File: src/rtl/axi_cfg_slave.sv
// rtl/axi_cfg_slave.sv - AXI4 single-beat config register file driving accelerator cfg/start and capturing done
`timescale 1ns/1ps
module axi_cfg_slave #(
   parameter int AXI_ID_WIDTH = 6,
   parameter int AXIL_ADDR_WIDTH = 40,
   parameter int AXIL_WIDTH = 32,
   parameter int AXIL_STRB_WIDTH = AXIL_WIDTH/8,
   parameter logic [AXIL_ADDR_WIDTH-1:0] AXIL_BASE_ADDR = '0,
   parameter int N_REGS = 8
) (
   input  logic                        clk,
   input  logic                        rst,
   input  logic [AXI_ID_WIDTH-1:0]     s_axi_awid,
   input  logic [AXIL_ADDR_WIDTH-1:0]  s_axi_awaddr,
   input  logic [7:0]                  s_axi_awlen,
   input  logic                        s_axi_awvalid,
   output logic                        s_axi_awready,
   input  logic [AXIL_WIDTH-1:0]       s_axi_wdata,
   input  logic [AXIL_STRB_WIDTH-1:0]  s_axi_wstrb,
   input  logic                        s_axi_wlast,
   input  logic                        s_axi_wvalid,
   output logic                        s_axi_wready,
   output logic [AXI_ID_WIDTH-1:0]     s_axi_bid,
   output logic [1:0]                  s_axi_bresp,
   output logic                        s_axi_bvalid,
   input  logic                        s_axi_bready,
   input  logic [AXI_ID_WIDTH-1:0]     s_axi_arid,
   input  logic [AXIL_ADDR_WIDTH-1:0]  s_axi_araddr,
   input  logic [7:0]                  s_axi_arlen,
   input  logic                        s_axi_arvalid,
   output logic                        s_axi_arready,
   output logic [AXI_ID_WIDTH-1:0]     s_axi_rid,
   output logic [AXIL_WIDTH-1:0]       s_axi_rdata,
   output logic [1:0]                  s_axi_rresp,
   output logic                        s_axi_rlast,
   output logic                        s_axi_rvalid,
   input  logic                        s_axi_rready,
   output logic [(N_REGS-2)*32-1:0]    cfg,
   output logic                        start,
   input  logic                        done
);
   localparam int IDXW = $clog2(N_REGS);
   localparam logic [AXIL_ADDR_WIDTH-1:0] SPAN = AXIL_ADDR_WIDTH'(N_REGS*4);

   typedef enum logic [1:0] {W_IDLE, W_DATA, W_RESP} w_state_t;
   typedef enum logic {R_IDLE, R_DATA} r_state_t;

   w_state_t w_state, w_next;
   r_state_t r_state, r_next;

   logic                       rdy_en;
   logic [AXIL_ADDR_WIDTH-1:0] aw_off, ar_off;
   logic                       aw_hit, ar_hit, aw_hit_q;
   logic [IDXW-1:0]            aw_idx, ar_idx;
   logic [7:0]                 aw_len, r_cnt;
   logic                       aw_fire, ar_fire, wr_en;
   logic [(N_REGS-2)*32-1:0]   cfg_q;
   logic                       start_q, busy, done_flag;
   logic [AXIL_WIDTH-1:0]      rd_word;

   // Address decode: aligned offset within the register window.
   assign aw_off = s_axi_awaddr - AXIL_BASE_ADDR;
   assign ar_off = s_axi_araddr - AXIL_BASE_ADDR;
   assign aw_hit = (s_axi_awaddr >= AXIL_BASE_ADDR) && (aw_off < SPAN) && (aw_off[1:0] == 2'b00);
   assign ar_hit = (s_axi_araddr >= AXIL_BASE_ADDR) && (ar_off < SPAN) && (ar_off[1:0] == 2'b00);
   assign ar_idx = ar_off[IDXW+1:2];

   assign aw_fire = s_axi_awready && s_axi_awvalid;
   assign ar_fire = s_axi_arready && s_axi_arvalid;
   assign wr_en   = (w_state == W_DATA) && s_axi_wvalid && (aw_len == 8'd0) && aw_hit_q;
   assign cfg     = cfg_q;
   assign start   = start_q;

   // Hold address readies low until the first edge after reset release.
   always_ff @(posedge clk or posedge rst) begin
      if (rst) rdy_en <= 1'b0;
      else     rdy_en <= 1'b1;
   end

   // Write and read FSM state registers.
   always_ff @(posedge clk or posedge rst) begin
      if (rst) begin
         w_state <= W_IDLE;
         r_state <= R_IDLE;
      end else begin
         w_state <= w_next;
         r_state <= r_next;
      end
   end

   // Write FSM next state and handshake outputs.
   always_comb begin
      w_next        = w_state;
      s_axi_awready = 1'b0;
      s_axi_wready  = 1'b0;
      s_axi_bvalid  = 1'b0;
      case (w_state)
         W_IDLE: begin
            s_axi_awready = rdy_en;
            if (rdy_en && s_axi_awvalid) w_next = W_DATA;
         end
         W_DATA: begin
            s_axi_wready = 1'b1;
            if (s_axi_wvalid && ((aw_len == 8'd0) || s_axi_wlast)) w_next = W_RESP;
         end
         W_RESP: begin
            s_axi_bvalid = 1'b1;
            if (s_axi_bready) w_next = W_IDLE;
         end
         default: w_next = W_IDLE;
      endcase
   end

   // Latch AW fields; response code is settled when the final W beat lands.
   always_ff @(posedge clk or posedge rst) begin
      if (rst) begin
         s_axi_bid   <= '0;
         s_axi_bresp <= 2'b00;
         aw_len      <= 8'd0;
         aw_idx      <= '0;
         aw_hit_q    <= 1'b0;
      end else if (aw_fire) begin
         s_axi_bid <= s_axi_awid;
         aw_len    <= s_axi_awlen;
         aw_idx    <= aw_off[IDXW+1:2];
         aw_hit_q  <= aw_hit;
      end else if (w_state == W_DATA && s_axi_wvalid && (aw_len == 8'd0 || s_axi_wlast)) begin
         if (aw_len != 8'd0)  s_axi_bresp <= 2'b10;
         else if (aw_hit_q)   s_axi_bresp <= 2'b00;
         else                 s_axi_bresp <= 2'b11;
      end
   end

   // Register file, start pulse, busy tracking and sticky done flag.
   always_ff @(posedge clk or posedge rst) begin
      if (rst) begin
         cfg_q     <= '0;
         start_q   <= 1'b0;
         busy      <= 1'b0;
         done_flag <= 1'b0;
      end else begin
         start_q <= 1'b0;
         if (done) busy <= 1'b0;
         if (wr_en && aw_idx == IDXW'(0) && s_axi_wstrb[0] && s_axi_wdata[0] && !busy) begin
            start_q <= 1'b1;
            busy    <= 1'b1;
         end
         if (wr_en && aw_idx == IDXW'(1) && s_axi_wstrb[0] && s_axi_wdata[1]) done_flag <= 1'b0;
         if (done) done_flag <= 1'b1;
         for (int k = 2; k < N_REGS; k++)
            for (int b = 0; b < 4; b++)
               if (wr_en && aw_idx == IDXW'(k) && s_axi_wstrb[b])
                  cfg_q[(k-2)*32 + b*8 +: 8] <= s_axi_wdata[b*8 +: 8];
      end
   end

   // Read mux over the current register contents.
   always_comb begin
      rd_word = '0;
      if (ar_idx == IDXW'(1)) rd_word = {30'b0, done_flag, busy};
      for (int k = 2; k < N_REGS; k++)
         if (ar_idx == IDXW'(k)) rd_word = cfg_q[(k-2)*32 +: 32];
   end

   // Read FSM next state and handshake outputs.
   always_comb begin
      r_next        = r_state;
      s_axi_arready = 1'b0;
      s_axi_rvalid  = 1'b0;
      case (r_state)
         R_IDLE: begin
            s_axi_arready = rdy_en;
            if (rdy_en && s_axi_arvalid) r_next = R_DATA;
         end
         R_DATA: begin
            s_axi_rvalid = 1'b1;
            if (s_axi_rready && s_axi_rlast) r_next = R_IDLE;
         end
         default: r_next = R_IDLE;
      endcase
   end

   // Read payload: captured on AR, bursts count down to the final beat.
   always_ff @(posedge clk or posedge rst) begin
      if (rst) begin
         s_axi_rid   <= '0;
         s_axi_rdata <= '0;
         s_axi_rresp <= 2'b00;
         s_axi_rlast <= 1'b0;
         r_cnt       <= 8'd0;
      end else if (ar_fire) begin
         s_axi_rid <= s_axi_arid;
         r_cnt     <= s_axi_arlen;
         if (s_axi_arlen != 8'd0) begin
            s_axi_rdata <= '0;
            s_axi_rresp <= 2'b10;
            s_axi_rlast <= 1'b0;
         end else if (ar_hit) begin
            s_axi_rdata <= rd_word;
            s_axi_rresp <= 2'b00;
            s_axi_rlast <= 1'b1;
         end else begin
            s_axi_rdata <= '0;
            s_axi_rresp <= 2'b11;
            s_axi_rlast <= 1'b1;
         end
      end else if (r_state == R_DATA && s_axi_rready && !s_axi_rlast) begin
         r_cnt       <= r_cnt - 8'd1;
         s_axi_rlast <= (r_cnt == 8'd1);
      end
   end
endmodule

File: config.mk
export PLATFORM = sky130hd
export DESIGN_NAME = axi_cfg_slave
export DESIGN_NICKNAME = d
export VERILOG_FILES = /design/src/rtl/axi_cfg_slave.sv
export SDC_FILE = /design/constraint.sdc
export NUM_CORES = 1
export LEC_CHECK = 0
export CAP_MARGIN = 10
export CORE_MARGIN = 3
export CORE_UTILIZATION = 50
export DETAILED_ROUTE_END_ITERATION = 10
export PLACE_DENSITY_LB_ADDON = 0.3
export SKIP_LAST_GASP = 1
export SYNTH_ARGS = -nofsm -noshare
export SYNTH_HDL_FRONTEND = slang
export SYNTH_SLANG_ARGS = --single-unit
File: constraint.sdc
create_clock -name clk -period 22.1 [get_ports clk]
set_input_delay 6.63 -clock clk [delete_from_list [all_inputs] [get_ports clk]]
set_output_delay 6.63 -clock clk [all_outputs]
set_load 0.005 [all_outputs]
==> summary.md, run 1 <==
| Metric | Value |
|---|---|
| Die X | 164.0 um |
| Worst setup margin | 13.06 ns |
| Syn Nets | 1117 |
| Tcrit/Tclk final | 0.4090 |
| GRT Total Usage | 0.2926 |
| Vias per cell | 5.838 |
| Largest area contributor in the netlist | dfrtp_1 |
| Sink Count | 268 |
| Highest-delay cell along the critical path | buf_4 |
| Fraction of registers with async set/reset | 1.000 |
| Synth warn | 0 |
| Worst slew margin | 0.2475 |
| Critical Path Source Type | input pin |
| Cells after Synth | 962 |
| Static Leak | 7.784 nW |
| DRT Pass-1 Iters | 5 |
| Worst skew pair latency | 0.55 ns |
| Outcome | complete, no violations |
| Int Pwr | 0.8962 mW |
| Die ar. | 26890 um^2 |
| Post-synthesis sequential area ratio | 0.5375 |
| Initial DRC Count | 621 |
| # rows | 57 |
| Synth unique cells | 54 |
| Hold Path Class | reg2reg |
| CTS resizes | 0 |
| RSZ-0062 raised after global routing | no |
| Layout area overhead | 41.21% |
| GPL Wtd Cong | 0.8982 |
| Mapped Area | 12480 um^2 |
| Residual DRC | 0 |
| CP most frequent cell | buf_4 |
| Worst Setup Path Type | in2async |
| I/O Buffers | 399 |
| Crit path cell chain | clkdlybuf4s50_1 -> inv_8 -> buf_4 -> buf_4 |
| First-pass GRT wire length | 60450 um |
| Fin nets | 1499 |
| Clock-pin slew on the worst setup and hold paths | 0.06 ns |
| Hold buffer count at CTS | 0 |
| Count of final max-slew check failures | 0 |
| PwrDens | 68.39 nW/um^2 |
| CP max stage delay | 0.99 ns |
| Remaining global-route overflow | 0 |
| Clock root buffer | clkbuf_16 |
| Core area | 24390 um^2 |
| Syn_area_per_cell | 12.97 um^2 |
| Number of global-route vias before repair | 10223 |
| Final hold slack | 0.4694 ns |
| Largest net degree at the start of global routing | 123 |
| Crit. End Element | asynchronous set/reset pin |
| Routed len/inst | 23.75 um |
| Arrival @ worst endpoint | 9.61 ns |
| Antenna-violating nets left | 0 |
| Setup Buffers After CTS | 0 |
| F_max | 110.6 MHz |
| Pin slew with the least headroom to its limit | 1.129 ns |
| P_sw | 0.3086 mW |
| Routed WL | 40230 um |
| Final min period | 9.039 ns |
| Switching Share | 0.2561 |
| Ys flop type | dfrtp_1 |
| Seq pwr share | 0.458 |
| H-tree depth | 1 |
| Share of cells above drive strength 1 | 0.2387 |
| CTS Buf Count | 28 |
| Count leader, synth | dfrtp_1 |
| Leading cell types by count after synthesis | dfrtp_1, mux2_2, mux2_4, nand2_1, o22ai_1 |
| Worst EP required | 22.68 ns |
| I/O Pins | 400 |
| Die Ht | 164.0 um |
| Initial antenna violation count | 2 |
| Synth top area share | 0.5375 |
| Post-synth EDFFs | 0 |
| Max_cap viols | 0 |
| Clk_skew | 0.02037 ns |
| Final Setup Violations | 0 |
| Pre-CTS setup slack | 12.37 ns |
| Initial core utilization | 0.5115 |
| Clk pwr share | 0.395 |
| Detailed-route via count | 9890 |
| CTS max path bufs | 3 |
| Crit-path max FO | 122 |
| Comb pwr share | 0.147 |
| Worst VDD drop | 52.36 uV |
| DPL Wire Length | 28660 um |
| Register bit total from synthesis | 268 |
| Synth top area cells | dfrtp_1, mux2_2, mux2_4 |
| TritonCTS clock tree | yes |
| Final hold violations | 0 |
| TNS Setup | 0 ns |
==> kinds of logic (layout without fill, tap and decap cells) <==
group                      after synthesis  count (layout)  synth area share
adders and majority gates                2               2          0.002005
other                                    1               5         0.0003006
AOI/OAI and AO/OA                      181             181            0.1021
xor gates and xnor gates                 1               1         0.0007021
muxes                                  250             250            0.2466
DFF                                    268             268            0.5375
buffers and inverters                   61             465           0.02397
and+or+nand+nor                        198             198           0.08684
==> cells in the final DEF (no fill, tap or decap), types with 4 or more instances in the layout <==
cell             count
clkbuf_8            10
a221oi_1             6
clkdlybuf4s50_1    396
a21o_1               4
nor4_1              19
a21oi_1             11
nand2b_1             4
nor2_2              12
o21a_1              24
o22ai_1             47
nand3_1              5
mux2_2             171
mux2i_1              7
o21ai_0             35
nand3b_1             4
nor2b_1              6
mux2_4              72
nand4_1              8
clkbuf_16           28
and3_1               8
o31ai_1              7
a221o_1             26
and3b_1              5
dfrtp_1            268
inv_1                6
clkbuf_1             6
nand2_1             71
buf_4               10
diode_2              4
o211ai_1             7
nor2_1              33
==> flip-flops by register name (all words and copies together) (netlist names) <==
name / count
rdy_en: 1
s_axi_bid: 6
start: 1
done_flag: 1
aw_hit_q: 1
aw_len: 8
s_axi_rlast: 1
busy: 1
cfg: 192
s_axi_rid: 6
r_state: 1
aw_idx: 3
s_axi_bresp: 2
r_cnt: 8
s_axi_rdata: 32
s_axi_rresp: 2
w_state: 2
==> worst paths after layout <==
path | start | end | slack (ns) | cells past startpoint
worst min-delay path | s_axi_rid[1]$_DFFE_PP0P_ | s_axi_rid[1]$_DFFE_PP0P_ | 0.47 | 2
worst min register to register | s_axi_rid[1]$_DFFE_PP0P_ | s_axi_rid[1]$_DFFE_PP0P_ | 0.47 | 2
min in group asynchronous | rst | cfg[60]$_DFFE_PP0P_ | 6.67 | 2
worst max register to register | rdy_en$_DFF_PP0_ | s_axi_rdata[26]$_DFFE_PP0P_ | 19.26 | 4
max in group clk | s_axi_arvalid | s_axi_rdata[26]$_DFFE_PP0P_ | 13.19 | 5
worst max-delay path | rst | aw_len[1]$_DFFE_PP0P_ | 13.06 | 4
==> layer usage <==
layer	part of all wire	global-route usage	vias up
met5	0	0	-
met3	0.085	0.07011	81
met4	0.041	0.1246	0
met1	0.38	0.3571	4987
li1	-	-	4366
met2	0.49	0.4979	456
==> through the flow <==
step	utilization	instances	total power, mW	instance area (um^2)
after floorplan	-	962	0.6484	12480
after global placement	0.6830	1638	0.7314	16660
after detailed placement	0.6830	1638	0.7380	16660
after CTS	0.7219	1690	1.212	17610
after global routing	0.7220	1691	1.255	17610
final	0.7223	1694	1.205	17620
==> power groups by stage <==
stage                     Combinational, mW  Clock [mW]  Sequential [mW]
after CTS                             0.178       0.482            0.552
after detailed placement              0.177           0            0.561
after global routing                  0.195       0.504            0.557
final                                 0.177       0.476            0.552
after global placement                0.173           0            0.559
after floorplan                      0.0924           0            0.556
==> critical path: cells and delay by family <==
kind                   cells  cell delay (ns)
buffers and inverters      4             2.86
==> final cells by class <==
type,count,area [um^2]
fill,1716,6773
sequential,268,6706
multi-input combinational,633,5475
timing repair buffer,406,4039
clock buffer,44,860.8
tap,324,405.4
clock inverter,8,87.58
inverter,7,33.78
antenna,4,10.01
(Power assumes the default switching activity.)
==> run 2, diff against run 1 <==
--- a/config.mk
+++ b/config.mk
@@ -7,7 +7,7 @@
 export LEC_CHECK = 0
 export CAP_MARGIN = 10
 export CORE_MARGIN = 3
-export CORE_UTILIZATION = 50
+export CORE_UTILIZATION = 42
 export DETAILED_ROUTE_END_ITERATION = 10
 export PLACE_DENSITY_LB_ADDON = 0.3
 export SKIP_LAST_GASP = 1
==> constraint.sdc (replaced) <==
create_clock -name clk -period 8.2 [get_ports clk]
set_input_delay 2.46 -clock clk [delete_from_list [all_inputs] [get_ports clk]]
set_output_delay 2.46 -clock clk [all_outputs]
set_load 0.005 [all_outputs]
==> summary.md, run 2 (same netlist as run 1, synthesis figures left out) <==
| Metric | Value |
|---|---|
| Share of cells above drive strength 1 | 0.2396 (was 0.2387) |
| Detailed-route via count | 9781 (was 9890) |
| Comb pwr share | 0.143 (was 0.147) |
| TNS Setup | 0 ns (unchanged) |
| Seq pwr share | 0.443 (was 0.458) |
| Number of global-route vias before repair | 10212 (was 10223) |
| Worst Hold Depth | 2 (unchanged) |
| Crit path cell chain | clkdlybuf4s50_1 -> and3b_1 -> nand3_1 -> or4_2 -> o31ai_1 (was clkdlybuf4s50_1 -> inv_8 -> buf_4 -> buf_4) |
| Worst VDD drop | 175.4 uV (was 52.36 uV) |
| Delay-heaviest family, CP | simple AND/OR/NAND/NOR gates (was buffers and inverters) |
| F_max | 212.5 MHz |
| Fin nets | 1501 (was 1499) |
| Final core utilization | 0.6123 (was 0.7223) |
| Vias per cell | 5.592 (was 5.838) |
| Crit. End Element | flip-flop (was asynchronous set/reset pin) |
| Metal1 wirelength | 16500 um (was 15290 um) |
| Hold Crit Start | s_axi_rid[1]$_DFFE_PP0P_ (unchanged) |
| Die Ht | 178.4 um (was 164.0 um) |
| First-pass GRT wire length | 61640 um (was 60450 um) |
| RR Startpoint | rdy_en$_DFF_PP0_ (unchanged) |
| R2R depth | 4 (unchanged) |
| Largest net degree at the start of global routing | 144 (was 123) |
| CTS Buf Count | 30 (was 28) |
| CTS resizes | 0 (unchanged) |
| Initial DRC Count | 516 (was 621) |
| Commonest non-fill, non-tap cells in the layout | clkdlybuf4s50_1, dfrtp_1, mux2_2 (unchanged) |
| Pin slew with the least headroom to its limit | 1.169 ns (was 1.129 ns) |
| Initial core utilization | 0.4301 (was 0.5115) |
| Core area | 29010 um^2 (was 24390 um^2) |
| Final Setup Violations | 0 (unchanged) |
| Clock root buffer | clkbuf_16 (unchanged) |
| Worst R2R End | s_axi_rdata[31]$_DFFE_PP0P_ (was s_axi_rdata[26]$_DFFE_PP0P_) |
| Worst EP required | 8.63 ns (was 22.68 ns) |
| Setup slack, reg-to-reg | 5.38 ns (was 19.26 ns) |
| I/O Buffers | 399 (unchanged) |
| P_sw | 0.8362 mW (was 0.3086 mW) |
| PwrDens | 188.8 nW/um^2 (was 68.39 nW/um^2) |
| Highest-delay cell along the critical path | or4_2 (was buf_4) |
| N_diodes | 0 (was 4) |
| Remaining global-route overflow | 0 (unchanged) |
| Worst Setup Path Type | in2reg (was in2async) |
| RSZ-0062 raised after global routing | no (unchanged) |
| Count of final max-slew check failures | 0 (unchanged) |
| Most common cell after layout, fill and taps aside | clkdlybuf4s50_1 (unchanged) |
| I/O Pins | 400 (unchanged) |
| CP max stage delay | 1.02 ns (was 0.99 ns) |
| TritonCTS clock tree | yes (unchanged) |
| Die ar. | 31810 um^2 (was 26890 um^2) |
| Clock-pin slew on the worst setup and hold paths | 0.06 ns (about the same) |
| Max_cap viols | 0 (unchanged) |
| Antenna-violating nets left | 0 (unchanged) |
| Residual DRC | 0 (unchanged) |
| Critical Path Source | s_axi_arvalid (was rst) |
| Int Pwr | 2.518 mW (was 0.8962 mW) |
| Setup Buffers After CTS | 0 (unchanged) |
| Routed WL | 40880 um (was 40230 um) |
| GPL Wtd Cong | 0.8357 (was 0.8982) |
| GRT Total Usage | 0.2528 (was 0.2926) |
| Pre-CTS setup slack | 2.938 ns (was 12.37 ns) |
| DRT Pass-1 Iters | 5 (unchanged) |
| H-tree depth | 1 (unchanged) |
| Layout area overhead | 42.38% (was 41.21%) |
| Worst skew pair latency | 0.55 ns (about the same) |
| Hold buffer count at CTS | 0 (unchanged) |
| DPL Wire Length | 28400 um (was 28660 um) |
| Hold Path Class | reg2reg (unchanged) |
| Final-layout fill cell count | 2347 (was 1716) |
| Met3 wire len | 3187 um (was 3424 um) |
| Die X | 178.4 um (was 164.0 um) |
| Clk_skew | 0.01010 ns (was 0.02037 ns) |
| Worst slew margin | 0.2176 (was 0.2475) |
| Crit-path max FO | 33 (was 122) |
| Sink Count | 268 (unchanged) |
| Critical Path Source Type | input pin (unchanged) |
| # rows | 62 (was 57) |
| Switching Share | 0.2493 (was 0.2561) |
| Final min period | 4.707 ns |
| Max reg flops | 192 (unchanged) |
| Outcome | complete, no violations (unchanged) |
| Tcrit/Tclk final | 0.5740 |
| Initial antenna violation count | 2 (unchanged) |
| Top sig layer | met5 (was met4) |
| CP bufs+invs | 1 (was 4) |
| Routed len/inst | 23.37 um (was 23.75 um) |
| Final hold violations | 0 (unchanged) |
| CTS max path bufs | 3 (unchanged) |
| Sink of the worst hold path | s_axi_rid[1]$_DFFE_PP0P_ (unchanged) |
| Clk pwr share | 0.414 (was 0.395) |
| Metal2 WL | 19770 um (was 19850 um) |
| Static Leak | 7.829 nW (was 7.784 nW) |
| Arrival @ worst endpoint | 5.14 ns (was 9.61 ns) |
| Worst setup margin | 3.493 ns (was 13.06 ns) |
[run 2: cell types whose count changed in the layout (fill, tap and decap cells not counted), moves of 2 or more]
cell / change
bufinv_16: +3
clkbuf_1: -2
clkbuf_16: +3
clkbuf_8: -5
clkinv_2: +3
diode_2: -4
[run 2: layer usage]
metal / vias to the layer above / GRT usage
met5: - / 0
met4: 2 / 0.08409
met3: 85 / 0.06109
met2: 401 / 0.4207
met1: 4933 / 0.3247
li1: 4360 / -
[run 2: area by class of cell]
| cell class | count | area, um^2 | area share |
|---|---|---|---|
| Clock buffer | 40 | 859.6 | 0.04839 |
| Multi-Input combinational cell | 633 | 5475 | 0.3082 |
| Tap cell | 384 | 480.5 | 0.02705 |
| Timing Repair Buffer | 406 | 4051 | 0.2281 |
| Inverter | 7 | 30.03 | 0.001690 |
| Sequential cell | 268 | 6706 | 0.3775 |
| Clock inverter | 11 | 161.4 | 0.009086 |
[run 2: how the worst max path moves through the flow]
stage / endpoint / slack, ns / cells past startpoint
3_3_place_gp: s_axi_rdata[22]$_DFFE_PP0P_ / 3.02 / 5
4_1_cts: s_axi_rdata[31]$_DFFE_PP0P_ / 3.50 / 5
2_1_floorplan: aw_hit_q$_DFFE_PP0P_ / 2.20 / 1
5_1_grt: s_axi_rdata[31]$_DFFE_PP0P_ / 3.29 / 5
3_5_place_dp: s_axi_rdata[31]$_DFFE_PP0P_ / 2.94 / 5
6_report: s_axi_rdata[31]$_DFFE_PP0P_ / 3.49 / 5
[run 2: power by group through the flow]
stage	sequential (mW)	combinational [mW]	clock, mW
after CTS	1.49	0.484	1.41
after floorplan	1.50	0.249	0
after detailed placement	1.51	0.481	0
after global routing	1.50	0.530	1.47
after global placement	1.51	0.471	0
final	1.49	0.479	1.39
[run 2: metrics by stage]
stage / hold WS (ns) / instances / power [mW] / instance area [um^2]
2_1_floorplan: 0.4462 / 962 / 1.748 / 12480
3_3_place_gp: 0.4567 / 1698 / 1.976 / 16740
3_5_place_dp: 0.4622 / 1698 / 1.991 / 16740
4_1_cts: 0.4770 / 1749 / 3.386 / 17760
5_1_grt: 0.4997 / 1749 / 3.499 / 17760
6_report: 0.4731 / 1749 / 3.354 / 17760
[run 2: tightest hold or removal path, stage by stage (launching register included)]
cell	delay, ns
dfrtp_1	0.34
nand2_1	0.05
nand2_1	0.06
==> run 3, diff against run 2 <==
==> constraint.sdc (replaced) <==
create_clock -name clk -period 4.01 [get_ports clk]
set_input_delay 1.203 -clock clk [delete_from_list [all_inputs] [get_ports clk]]
set_output_delay 1.203 -clock clk [all_outputs]
set_load 0.005 [all_outputs]
==> summary.md, run 3 (same netlist as run 1, synthesis figures left out) <==
| Metric | Value |
|---|---|
| Share of cells above drive strength 1 | 0.2520 (was 0.2396) |
| Fin nets | 1528 (was 1501) |
| CP Depth | 2 (was 5) |
| Final Setup Violations | 0 (unchanged) |
| Die ar. | 31810 um^2 (unchanged) |
| Core area | 29010 um^2 (unchanged) |
| Clk_skew | 0.01943 ns (was 0.01010 ns) |
| Routed len/inst | 23.16 um (was 23.37 um) |
| Worst skew pair latency | 0.55 ns (about the same) |
| Die X | 178.4 um (unchanged) |
| Static Leak | 7.976 nW (was 7.829 nW) |
| DRT Pass-1 Iters | 5 (unchanged) |
| P_sw | 1.720 mW (was 0.8362 mW) |
| Hold Path Class | reg2reg (unchanged) |
| Arrival @ worst endpoint | 1.94 ns (was 5.14 ns) |
| Remaining global-route overflow | 0 (unchanged) |
| First-pass GRT wire length | 61770 um (was 61640 um) |
| CTS Buf Count | 30 (unchanged) |
| Crit-path max FO | 3 (was 33) |
| Final hold violations | 0 (unchanged) |
| Setup Buffers After CTS | 0 (unchanged) |
| Worst slew margin | 0.4450 (was 0.2176) |
| Routed WL | 41160 um (was 40880 um) |
| Number of global-route vias before repair | 10088 (was 10212) |
| GPL Wtd Cong | 0.8426 (was 0.8357) |
| N_diodes | 0 (unchanged) |
| Tcrit/Tclk final | 0.7848 |
| Worst EP required | 2.81 ns (was 8.63 ns) |
| TritonCTS clock tree | yes (unchanged) |
| Vias per cell | 5.540 (was 5.592) |
| CTS resizes | 0 (unchanged) |
| Clk pwr share | 0.407 (was 0.414) |
| # rows | 62 (unchanged) |
| Outcome | complete, no violations (unchanged) |
| Comb pwr share | 0.147 (was 0.143) |
| I/O Buffers | 399 (unchanged) |
| Sink Count | 268 (unchanged) |
| Antenna-violating nets left | 0 (unchanged) |
| Non-Filler Instances | 1777 (was 1749) |
| Worst Setup Path Type | reg2out (was in2reg) |
| Hold buffer count at CTS | 0 (unchanged) |
| Setup slack, reg-to-reg | 1.60 ns (was 5.38 ns) |
| Most common cell after layout, fill and taps aside | clkdlybuf4s50_1 (unchanged) |
| I/O Pins | 400 (unchanged) |
| Seq pwr share | 0.446 (was 0.443) |
| Placed cells | 1725 (was 1698) |
| Crit. End Element | primary output (was flip-flop) |
| Critical Path Source Type | flip-flop (was input pin) |
| RR Startpoint | aw_len[4]$_DFFE_PP0P_ (was rdy_en$_DFF_PP0_) |
| CP max stage delay | 0.57 ns (was 1.02 ns) |
| GRT Total Usage | 0.2529 (was 0.2528) |
| Initial core utilization | 0.4301 (unchanged) |
| Largest net degree at the start of global routing | 74 (was 144) |
| Int Pwr | 5.113 mW (was 2.518 mW) |
| Pre-CTS setup slack | 0.5575 ns (was 2.938 ns) |
| Worst setup margin | 0.8629 ns (was 3.493 ns) |
| CP endpoint | s_axi_awready (was s_axi_rdata[31]$_DFFE_PP0P_) |
| R2R depth | 4 (unchanged) |
| DPL Wire Length | 29060 um (was 28400 um) |
| Crit path cell chain | nor3b_1 -> clkdlybuf4s50_1 (was clkdlybuf4s50_1 -> and3b_1 -> nand3_1 -> or4_2 -> o31ai_1) |
| Worst VDD drop | 293.7 uV (was 175.4 uV) |
| Highest-delay cell along the critical path | clkdlybuf4s50_1 (was or4_2) |
| Worst R2R End | cfg[191]$_DFFE_PP0P_ (was s_axi_rdata[31]$_DFFE_PP0P_) |
| F_max | 317.8 MHz |
| Pin slew with the least headroom to its limit | 0.8325 ns (was 1.169 ns) |
| Commonest non-fill, non-tap cells in the layout | clkdlybuf4s50_1, dfrtp_1, mux2_2 (unchanged) |
| PwrDens | 379.7 nW/um^2 (was 188.8 nW/um^2) |
| Clock root buffer | clkbuf_16 (unchanged) |
| CP bufs+invs | 1 (unchanged) |
| H-tree depth | 1 (unchanged) |
| CTS max path bufs | 3 (unchanged) |
| Detailed-route via count | 9845 (was 9781) |
| Initial DRC Count | 550 (was 516) |
| RSZ-0062 raised after global routing | no (unchanged) |
| Final-layout fill cell count | 2285 (was 2347) |
| Critical Path Source | rdy_en$_DFF_PP0_ (was s_axi_arvalid) |
| Max_cap viols | 0 (unchanged) |
| Initial antenna violation count | 1 (was 2) |
| Layout area overhead | 44.26% (was 42.38%) |
| Switching Share | 0.2517 (was 0.2493) |
| Clock-pin slew on the worst setup and hold paths | 0.06 ns (about the same) |
| Max reg flops | 192 (unchanged) |
| Die Ht | 178.4 um (unchanged) |
| Count of final max-slew check failures | 0 (unchanged) |
| Final min period | 3.147 ns |
| Delay-heaviest family, CP | buffers and inverters (was simple AND/OR/NAND/NOR gates) |
| Residual DRC | 0 (unchanged) |
run 3: cell count changes in the layout (fill, tap and decap cells not counted), sizes merged:
cell / before / now
inv: 7 / 6
buf: 10 / 37
bufinv: 4 / 2
clkbuf: 40 / 48
clkinv: 5 / 2
clkinvlp: 2 / 1
run 3: layout make-up:
cell class / instances / area (um^2) / share of cell area
sequential: 268 / 6706 / 0.3726
inverter: 7 / 30.03 / 0.001668
clock inverter: 4 / 73.82 / 0.004101
clock buffer: 48 / 929.6 / 0.05165
multi-input combinational: 633 / 5475 / 0.3042
timing repair buffer: 433 / 4304 / 0.2391
tap: 384 / 480.5 / 0.02669
run 3: power by group through the flow:
stage	clock network, mW	logic [mW]	registers [mW]
floorplan	0	0.510	3.06
global placement	0	0.984	3.08
detailed placement	0	1.01	3.09
CTS	2.84	1.01	3.05
global route	2.95	1.11	3.07
finish	2.78	1.00	3.05
run 3: worst register-to-register path, cell delays in order (launching register included):
cell,delay (ns)
dfrtp_1,0.42
nor4_4,0.49
nand3_4,0.21
or3_1,0.74
mux2_4,0.43
run 3: worst min path at each step:
stage	start	endpoint	slack (ns)	cells past startpoint
after detailed placement	s_axi_rid[5]$_DFFE_PP0P_	s_axi_rid[5]$_DFFE_PP0P_	0.47	2
after floorplan	r_cnt[7]$_DFFE_PP0P_	s_axi_rlast$_DFFE_PP0P_	0.45	1
after CTS	s_axi_rid[5]$_DFFE_PP0P_	s_axi_rid[5]$_DFFE_PP0P_	0.48	2
final	s_axi_rresp[0]$_DFFE_PP0P_	s_axi_rresp[0]$_DFFE_PP0P_	0.48	2
after global routing	s_axi_rid[5]$_DFFE_PP0P_	s_axi_rid[5]$_DFFE_PP0P_	0.50	2
after global placement	s_axi_rid[0]$_DFFE_PP0P_	s_axi_rid[0]$_DFFE_PP0P_	0.46	2
run 3: through the flow:
stage               instance area, um^2  total power [mW]  hold slack (ns)  TNS [ns]    util
floorplan                         12480             3.574           0.4462   -196.30       -
CTS                               18000             6.899           0.4779         0  0.6204
global placement                  17000             4.064           0.4590         0  0.5858
global route                      18000             7.130           0.4953         0  0.6204
detailed placement                17000             4.101           0.4657         0  0.5858
finish                            18000             6.834           0.4759         0  0.6204
run 3: metal layers:
metal | GRT usage | share of wire | vias up | routed length [um]
met5 | 0 | 0.00036 | - | 15
met1 | 0.3296 | 0.41 | 4950 | 16800
met2 | 0.4315 | 0.50 | 403 | 20380
met4 | 0.06526 | 0.025 | 2 | 1047
li1 | - | - | 4418 | -
met3 | 0.05194 | 0.071 | 72 | 2913
